`src/rtl/button_event_reader.sv`:
```
// Push-button reader: 2-flop synchroniser, debounce FSM, press/release event latching
// and a read-to-clear status word. Optional interrupt output enabled by BUTTON_IRQ_EN.
module button_event_reader #(
    parameter int DEBOUNCE_CYCLES = 50000,
    parameter int ACTIVE_LOW      = 1,
    parameter int CNT_W           = 16
) (
    input  logic        clk,
    input  logic        rst,
    input  logic        button_in,
    input  logic        rd_en,
    output logic [31:0] rd_data,
    output logic        btn_level,
    output logic        press_pulse,
    output logic        irq
);

    localparam logic             IDLE_PAD = (ACTIVE_LOW != 0);
    localparam logic [CNT_W-1:0] CNT_MAX  = CNT_W'(DEBOUNCE_CYCLES - 1);

    typedef enum logic {
        STABLE   = 1'b0,
        COUNTING = 1'b1
    } state_t;

    state_t           state;
    state_t           state_next;
    logic [CNT_W-1:0] cnt;
    logic [CNT_W-1:0] cnt_next;
    logic             sync1;
    logic             sync2;
    logic             s;
    logic             accept;
    logic             press_evt;
    logic             rel_evt;
    logic             press_sticky;
    logic             rel_sticky;
    logic [7:0]       press_cnt;

    // Sync flops reset to the idle pad level so leaving reset never looks like an edge.
    always_ff @(posedge clk or posedge rst) begin
        if (rst) begin
            sync1 <= IDLE_PAD;
            sync2 <= IDLE_PAD;
        end else begin
            sync1 <= button_in;
            sync2 <= sync1;
        end
    end

    assign s = sync2 ^ IDLE_PAD;

    always_ff @(posedge clk or posedge rst) begin
        if (rst) begin
            state <= STABLE;
            cnt   <= '0;
        end else begin
            state <= state_next;
            cnt   <= cnt_next;
        end
    end

    always_comb begin
        state_next = state;
        cnt_next   = cnt;
        accept     = 1'b0;
        case (state)
            STABLE: begin
                if (s != btn_level) begin
                    state_next = COUNTING;
                    cnt_next   = '0;
                end
            end
            COUNTING: begin
                if (s == btn_level) begin
                    state_next = STABLE;
                end else if (cnt == CNT_MAX) begin
                    accept     = 1'b1;
                    state_next = STABLE;
                end else begin
                    cnt_next = cnt + 1'b1;
                end
            end
            default: state_next = STABLE;
        endcase
    end

    assign press_evt = accept & s;
    assign rel_evt   = accept & ~s;

    // A new event on the same edge as a read wins, so no event is ever dropped.
    always_ff @(posedge clk or posedge rst) begin
        if (rst) begin
            btn_level    <= 1'b0;
            press_pulse  <= 1'b0;
            press_sticky <= 1'b0;
            rel_sticky   <= 1'b0;
            press_cnt    <= 8'd0;
        end else begin
            press_pulse <= press_evt;
            if (accept) begin
                btn_level <= s;
            end
            if (press_evt) begin
                press_sticky <= 1'b1;
                press_cnt    <= press_cnt + 8'd1;
            end else if (rd_en) begin
                press_sticky <= 1'b0;
            end
            if (rel_evt) begin
                rel_sticky <= 1'b1;
            end else if (rd_en) begin
                rel_sticky <= 1'b0;
            end
        end
    end

    assign rd_data = {16'b0, press_cnt, 5'b0, rel_sticky, press_sticky, btn_level};

`ifdef BUTTON_IRQ_EN
    logic irq_q;

    // Follows press_sticky cycle for cycle.
    always_ff @(posedge clk or posedge rst) begin
        if (rst) begin
            irq_q <= 1'b0;
        end else if (press_evt) begin
            irq_q <= 1'b1;
        end else if (rd_en) begin
            irq_q <= 1'b0;
        end
    end

    assign irq = irq_q;
`else
    assign irq = 1'b0;
`endif

endmodule

```
`config.mk`:
```
export PLATFORM = sky130hd
export DESIGN_NAME = button_event_reader
export DESIGN_NICKNAME = d
export VERILOG_FILES = /design/src/rtl/button_event_reader.sv
export SDC_FILE = /design/constraint.sdc
export NUM_CORES = 1
export LEC_CHECK = 0
export CORE_MARGIN = 5
export CORE_UTILIZATION = 51
export CTS_BUF_LIST = sky130_fd_sc_hd__clkbuf_16
export CTS_CLUSTER_DIAMETER = 30
export DETAILED_ROUTE_END_ITERATION = 10
export PLACE_DENSITY_LB_ADDON = 0.15
export SLEW_MARGIN = 20
export SYNTH_ARGS = -nofsm -noshare
export SYNTH_HDL_FRONTEND = slang
export SYNTH_SLANG_ARGS = --single-unit
```
`constraint.sdc`:
```
create_clock -name clk -period 2.63 [get_ports clk]
set_clock_uncertainty 0.2 [all_clocks]
set_input_delay 0.526 -clock clk [delete_from_list [all_inputs] [get_ports clk]]
set_output_delay 0.526 -clock clk [all_outputs]
set_load 0.01 [all_outputs]
```
==> impl_metrics.yaml, run 1 <==
power:
  power.leakage_nw: 0.9194
  power_density_nw_per_um2: 520.1
  ir_worst_vdd_mv: 0.3873
finish:
  finalNetCount: 212
  drive_gt1_frac: 0.1063
  synthToLayoutAreaGrowth_pct: 11.82
  design_area_um2: 2131
  fin_cells: 255
  diodes: 0
clock_network:
  hold_buffers: 0
  cts_sinks: 31
  cts_setup_buffers: 0
  cts_tree: "built"
  h-tree-depth: 2
  clk-insertion-delay-late_ns: 0.27
  cts.repair.resized: 0
  clock-root-buffer: "clkbuf_16"
  cts_buffer_depth: 2
  cts_buffers: 5
  clkTransAtPathRegs_ns: 0.05
drt:
  initialDrtViolationCount: 104
  ant_nets: 0
  wl_per_cell_um: 15.90
  via_per_inst: 5.678
  drc: 0
  dr.pass1.iters: 4
  via_count: 1448
  wirelength_mm: 4.054
synthesis:
  yosysMostFrequentCell: "dfrtp_1"
  syn_avg_cell_area_um2: 9.977
  ys_async_sr_fraction: 1.000
  synth_area_leaders: "dfrtp_1 (38%), buf_4 (9.8%), nand4_1 (4.9%)"
  synth_enable_flop_cells: 0
  yosysWarningCount: 0
  ys_ff_latch: 31
  syn_inst: 191
  synth.top_cell.area_share: 0.3808
  syn_area_um2: 1906
  ys.flop_type: "dfrtp_1"
  yosysSeqAreaShare: 0.4084
  synthTopCellsByCount: "dfrtp_1 (29), buf_4 (25), nand4_1 (15)"
  yosysTopAreaCell: "dfrtp_1"
  ys_types: 50
worst_setup_path:
  r2r_slack_ns: 0.51
  setup.worst_path.start: "cnt[0]$_DFFE_PP0P_"
  reg2reg_to: "cnt[6]$_DFFE_PP0P_"
  critPathArrivalTime_ns: 2.10
  reg2reg_from: "cnt[0]$_DFFE_PP0P_"
  crit_path_end: "cnt[6]$_DFFE_PP0P_"
  crit_path_end_kind: "flop"
  cp_data_required_time_ns: 2.61
  crit_path_start_kind: "flop"
  cp_max_fo: 10
  r2r.worst_path.cells: 6
  criticalPathCategory: "flop to flop"
floorplanning:
  row_count: 22
  start_util: 0.5244
  die_w_um: 71.13
  die_h_um: 71.13
  die-area_um2: 5059
  io_pins: 39
  core_um2: 3633
run:
  drv_cap: 0
timing:
  hold_viol: 0
  max_freq_mhz: 472.3
  finalSetupTns_ns: 0
  finalCritPeriodShare: 0.8050
  report.final.slew_viol_count: 0
  min_period_ns: 2.117
  rsz0062_at_grt: "false"
  finalSetupViolations: 0
  setup_ws_ns: 0.5128
placement:
  hpwl_mm: 3.004
  placedCellCount: 247
  gp_congestion: 0.8461
  placed_area_um2: 1993
  portBuffers: 16
  pre_cts_slack_ns: 0.5237
grt:
  overflow: 0
  antenna_found_initial: 0
  grt_max_degree: 32
  grt_pass1_vias: 1436
  grt_use_total: 0.1736
  grt_pass1_wl_mm: 7.024
min_path:
  hp-class: "flop to flop"
status:
  status: "finished, final reports clean"
-- area by class of cell --
class	count	area, um^2
clock buffer	5	125.1
tap	48	60.06
multi-input combinational	137	930.9
timing repair buffer	18	175.2
fill	317	1503
clock inverter	3	12.51
sequential	31	778.2
inverter	13	48.80
-- cells in the final DEF, fill, tap and decap left out, drive strengths merged, types with 2 or more instances in the layout --
cell	synthesis	layout
dfrtp	29	29
conb	1	22
clkdlybuf4s50	0	16
nand4	16	16
inv	13	14
nand2	11	11
xnor2	8	8
nand3	8	8
nor3	7	7
o21ai	7	7
and3	6	6
nor4	6	6
clkbuf	3	5
o221ai	5	5
nor2	4	4
xor2	3	3
a22o	3	3
a221o	3	3
and4b	3	3
or4	3	3
a21o	2	2
nand2b	2	2
ha	2	2
buf	28	2
dfstp	2	2
and4	2	2
clkinv	0	2
-- stage by stage --
step / util / total power, mW / hold WS, ns
floorplan: - / 0.5882 / 0.1452
global placement: 0.5486 / 0.5842 / 0.1484
detailed placement: 0.5486 / 0.5858 / 0.1520
CTS: 0.5864 / 1.112 / 0.1588
global route: 0.5864 / 1.153 / 0.1638
finish: 0.5864 / 1.108 / 0.1600
-- registers in the layout, summed over array words and instances, names as in the netlist --
| name | count |
|---|---|
| btn_level | 1 |
| cnt | 16 |
| press_cnt | 8 |
| press_pulse | 1 |
| press_sticky | 1 |
| rel_sticky | 1 |
| state | 1 |
| sync1 | 1 |
| sync2 | 1 |
-- per-layer routing --
metal,share of wire,global-route usage
met1,0.45,0.2381
met4,0.011,0.06889
met3,0.046,0.03409
met5,0,0
met2,0.49,0.2698
-- logic make-up (layout without fill, tap and decap cells) --
| group | count (synthesis) | count (layout) | share of synthesized area |
|---|---|---|---|
| AO/OA/AOI/OAI | 28 | 28 | 0.1221 |
| XOR/XNOR | 11 | 11 | 0.05056 |
| AND/OR/NAND/NOR | 72 | 72 | 0.2462 |
| buffers and inverters | 44 | 39 | 0.1444 |
| other | 1 | 22 | 0.001968 |
| adder cells (fa/ha/maj) | 2 | 2 | 0.01313 |
| flip-flops | 31 | 31 | 0.4084 |
| multiplexers | 2 | 2 | 0.01313 |
-- worst min path at each step --
| stage | startpoint | end | cells past startpoint |
|---|---|---|---|
| CTS | sync1$_DFF_PP1_ | sync2$_DFF_PP1_ | 0 |
| detailed placement | sync1$_DFF_PP1_ | sync2$_DFF_PP1_ | 0 |
| floorplan | sync1$_DFF_PP1_ | sync2$_DFF_PP1_ | 0 |
| finish | sync1$_DFF_PP1_ | sync2$_DFF_PP1_ | 0 |
| global placement | sync1$_DFF_PP1_ | sync2$_DFF_PP1_ | 0 |
| global route | sync1$_DFF_PP1_ | sync2$_DFF_PP1_ | 0 |
-- worst max-delay path: stages, from the launching register on --
cell and delay (ns):
dfrtp_1 0.42, ha_1 0.24, and4b_4 0.30, nand4_4 0.20, o21ai_4 0.32, inv_2 0.15
o221ai_1 0.20
-- report_power, final --
group / switching (mW) / internal, mW / total [mW] / leakage, nW
combinational: 0.0515 / 0.0208 / 0.0723 / 0.426
sequential: 0.0174 / 0.491 / 0.508 / 0.421
clock: 0.188 / 0.340 / 0.528 / 0.0724
total: 0.256 / 0.852 / 1.11 / 0.919
(Power assumes the default switching activity.)
==> run 2, diff against run 1 <==
--- a/config.mk
+++ b/config.mk
@@ -6,7 +6,7 @@
 export NUM_CORES = 1
 export LEC_CHECK = 0
 export CORE_MARGIN = 5
-export CORE_UTILIZATION = 51
+export CORE_UTILIZATION = 46
 export CTS_BUF_LIST = sky130_fd_sc_hd__clkbuf_16
 export CTS_CLUSTER_DIAMETER = 30
 export DETAILED_ROUTE_END_ITERATION = 10
==> constraint.sdc (replaced) <==
create_clock -name clk -period 1.8 [get_ports clk]
set_clock_uncertainty 0.2 [all_clocks]
set_input_delay 0.36 -clock clk [delete_from_list [all_inputs] [get_ports clk]]
set_output_delay 0.36 -clock clk [all_outputs]
set_load 0.01 [all_outputs]
==> run 2 against run 1 <==
  * Worst hold slack better by 0.0014 ns
  * Die area is 9.3% higher
  * Power is 57% higher
  * Sequential power is 44% higher
  * Flip-flop and latch count stayed put
  * Critical path type unchanged
  * Worst setup slack worse by 0.60 ns
  * The run now ends with negative setup slack left
  * Non-clock buffer count is 44 higher
  * Largest cell class unchanged
==> impl_metrics.yaml, run 2 (synthesis gave the netlist of run 1 again) <==
grt:
  grt_pass1_vias: 1615
  overflow: 0
  grt_max_degree: 22
  antenna_found_initial: 0
  grt_use_total: 0.1933
  grt_pass1_wl_mm: 8.004
status:
  status: "finished with violations"
  violations: "negative setup slack"
worst_setup_path:
  cp_top_family: "simple AND/OR/NAND/NOR gates"
  slowest_delay_ns: 0.53
  path_buf_inv: 0
  crit_path_start_kind: "flop"
  cp_max_fo: 8
  reg2reg_to: "cnt[13]$_DFFE_PP0P_"
  r2r.worst_path.cells: 5
  setup.worst_path.start: "cnt[1]$_DFFE_PP0P_"
  crit_path_end_kind: "flop"
  cp_data_required_time_ns: 1.80
  crit_chain: "ha_2, and4b_4, and4_4, or4_4, o211ai_2"
  worst_path_max_delay_cell: "or4_4"
  r2r_slack_ns: -0.09
  reg2reg_from: "cnt[1]$_DFFE_PP0P_"
  critPathArrivalTime_ns: 1.90
  criticalPathCategory: "flop to flop"
finish:
  fin_cells: 301
  regMostFlops: "cnt"
  synthToLayoutAreaGrowth_pct: 34.41
  n_fill_cell: 331
  diodes: 0
  final_common_cell: "buf_4"
  drive_gt1_frac: 0.3227
  largest_reg_flops: 16
  finalNetCount: 256
  largestRegisters: "cnt x16, press_cnt x8"
  most-common-layout-cells: "buf_4 (41), dfrtp_1 (27), conb_1 (22)"
power:
  power_density_nw_per_um2: 679.4
  ir_worst_vdd_mv: 0.4519
  power.leakage_nw: 1.221
timing:
  finalSetupTns_ns: -0.7854
  finalCritPeriodShare: 1.051
  min_period_ns: 1.891
  relSlewSlack: 0.6697
  report.final.slew_viol_count: 0
  hold_viol: 0
  finalSetupViolations: 15
  max_freq_mhz: 528.8
  rsz0062_at_grt: "true"
  setup_ws_ns: -0.09102
  worst_pin_slew_ns: 0.4910
min_path:
  hp-class: "flop to flop"
  hold_path_depth: 0
  min_to: "sync2$_DFF_PP1_"
  worstHoldStart: "sync1$_DFF_PP1_"
drt:
  dr.pass1.iters: 4
  drc: 0
  initialDrtViolationCount: 133
  via_count: 1654
  wl_per_cell_um: 16.78
  wirelength_mm: 5.051
  ant_nets: 0
  via_per_inst: 5.495
floorplanning:
  row_count: 23
  die_h_um: 74.36
  core_um2: 4000
  start_util: 0.4764
  io_pins: 39
  die-area_um2: 5529
  die_w_um: 74.36
placement:
  hpwl_mm: 3.711
  placedCellCount: 284
  gp_congestion: 0.9716
  portBuffers: 16
clock_network:
  clkTransAtPathRegs_ns: 0.06
  clock-root-buffer: "clkbuf_16"
  cts_buffers: 5
  cts_buffer_depth: 2
  cts_tree: "built"
  h-tree-depth: 2
  clk-insertion-delay-late_ns: 0.28
  cts_sinks: 31
  hold_buffers: 0
run:
  drv_cap: 0
run 2: timing repair:
action                                  4_1_cts  5_1_grt
pin swaps                                    11        9
buffers inserted                              3        6
endpoints found under the setup margin       26       27
resized for setup                            18       11
hold endpoints to repair                      0        0
run 2: layer usage:
layer / part of all wire / up-vias / routed length [um] / global-route usage
met5: 0 / - / 0 / 0
met4: 0.024 / 0 / 122 / 0.05534
met3: 0.057 / 14 / 290 / 0.04459
met2: 0.50 / 60 / 2541 / 0.3220
met1: 0.41 / 800 / 2096 / 0.2517
li1: - / 780 / - / -
run 2: cell type report:
cell class / instances / area (um^2) / share of cell area
timing repair buffer: 62 / 534.3 / 0.2086
multi-input combinational: 137 / 992.2 / 0.3874
clock buffer: 5 / 125.1 / 0.04885
clock inverter: 3 / 15.01 / 0.005862
tap: 50 / 62.56 / 0.02443
inverter: 13 / 51.30 / 0.02003
sequential: 31 / 780.7 / 0.3048
run 2: worst max path at each step:
stage | cells past startpoint | slack (ns) | to
after floorplan | 6 | -0.14 | cnt[13]$_DFFE_PP0P_
after global placement | 5 | -0.15 | cnt[13]$_DFFE_PP0P_
after detailed placement | 5 | -0.11 | cnt[13]$_DFFE_PP0P_
after CTS | 5 | -0.07 | cnt[13]$_DFFE_PP0P_
after global routing | 5 | -0.21 | cnt[12]$_DFFE_PP0P_
final | 5 | -0.09 | cnt[13]$_DFFE_PP0P_
run 2: power by group:
group | internal, mW | switching [mW]
combinational | 0.0844 | 0.108
sequential | 0.716 | 0.0173
clock | 0.502 | 0.312
total | 1.30 | 0.438
run 2: worst register-to-register path: stages, from the launching register on:
cell,delay (ns)
dfrtp_1,0.39
ha_2,0.20
and4b_4,0.23
and4_4,0.20
or4_4,0.53
o211ai_2,0.07
run 2: stage by stage:
step	cell area (um^2)	worst slack (ns)	power, mW	utilization	hold WS (ns)
2_1_floorplan	1987	-0.1363	0.8601	-	0.1452
3_3_place_gp	2273	-0.1460	0.9071	0.5683	0.1498
3_5_place_dp	2273	-0.1087	0.9099	0.5683	0.1510
4_1_cts	2480	-0.07375	1.723	0.6200	0.1585
5_1_grt	2561	-0.2123	1.798	0.6403	0.1659
6_report	2561	-0.09102	1.740	0.6403	0.1614
==> run 3, diff against run 2 <==
--- a/config.mk
+++ b/config.mk
@@ -8,7 +8,6 @@
 export CORE_MARGIN = 5
 export CORE_UTILIZATION = 46
 export CTS_BUF_LIST = sky130_fd_sc_hd__clkbuf_16
-export CTS_CLUSTER_DIAMETER = 30
 export DETAILED_ROUTE_END_ITERATION = 10
 export PLACE_DENSITY_LB_ADDON = 0.15
 export SLEW_MARGIN = 20
==> results of run 3 <==
The final DEF is identical to that of run 2; final timing and power are the same.
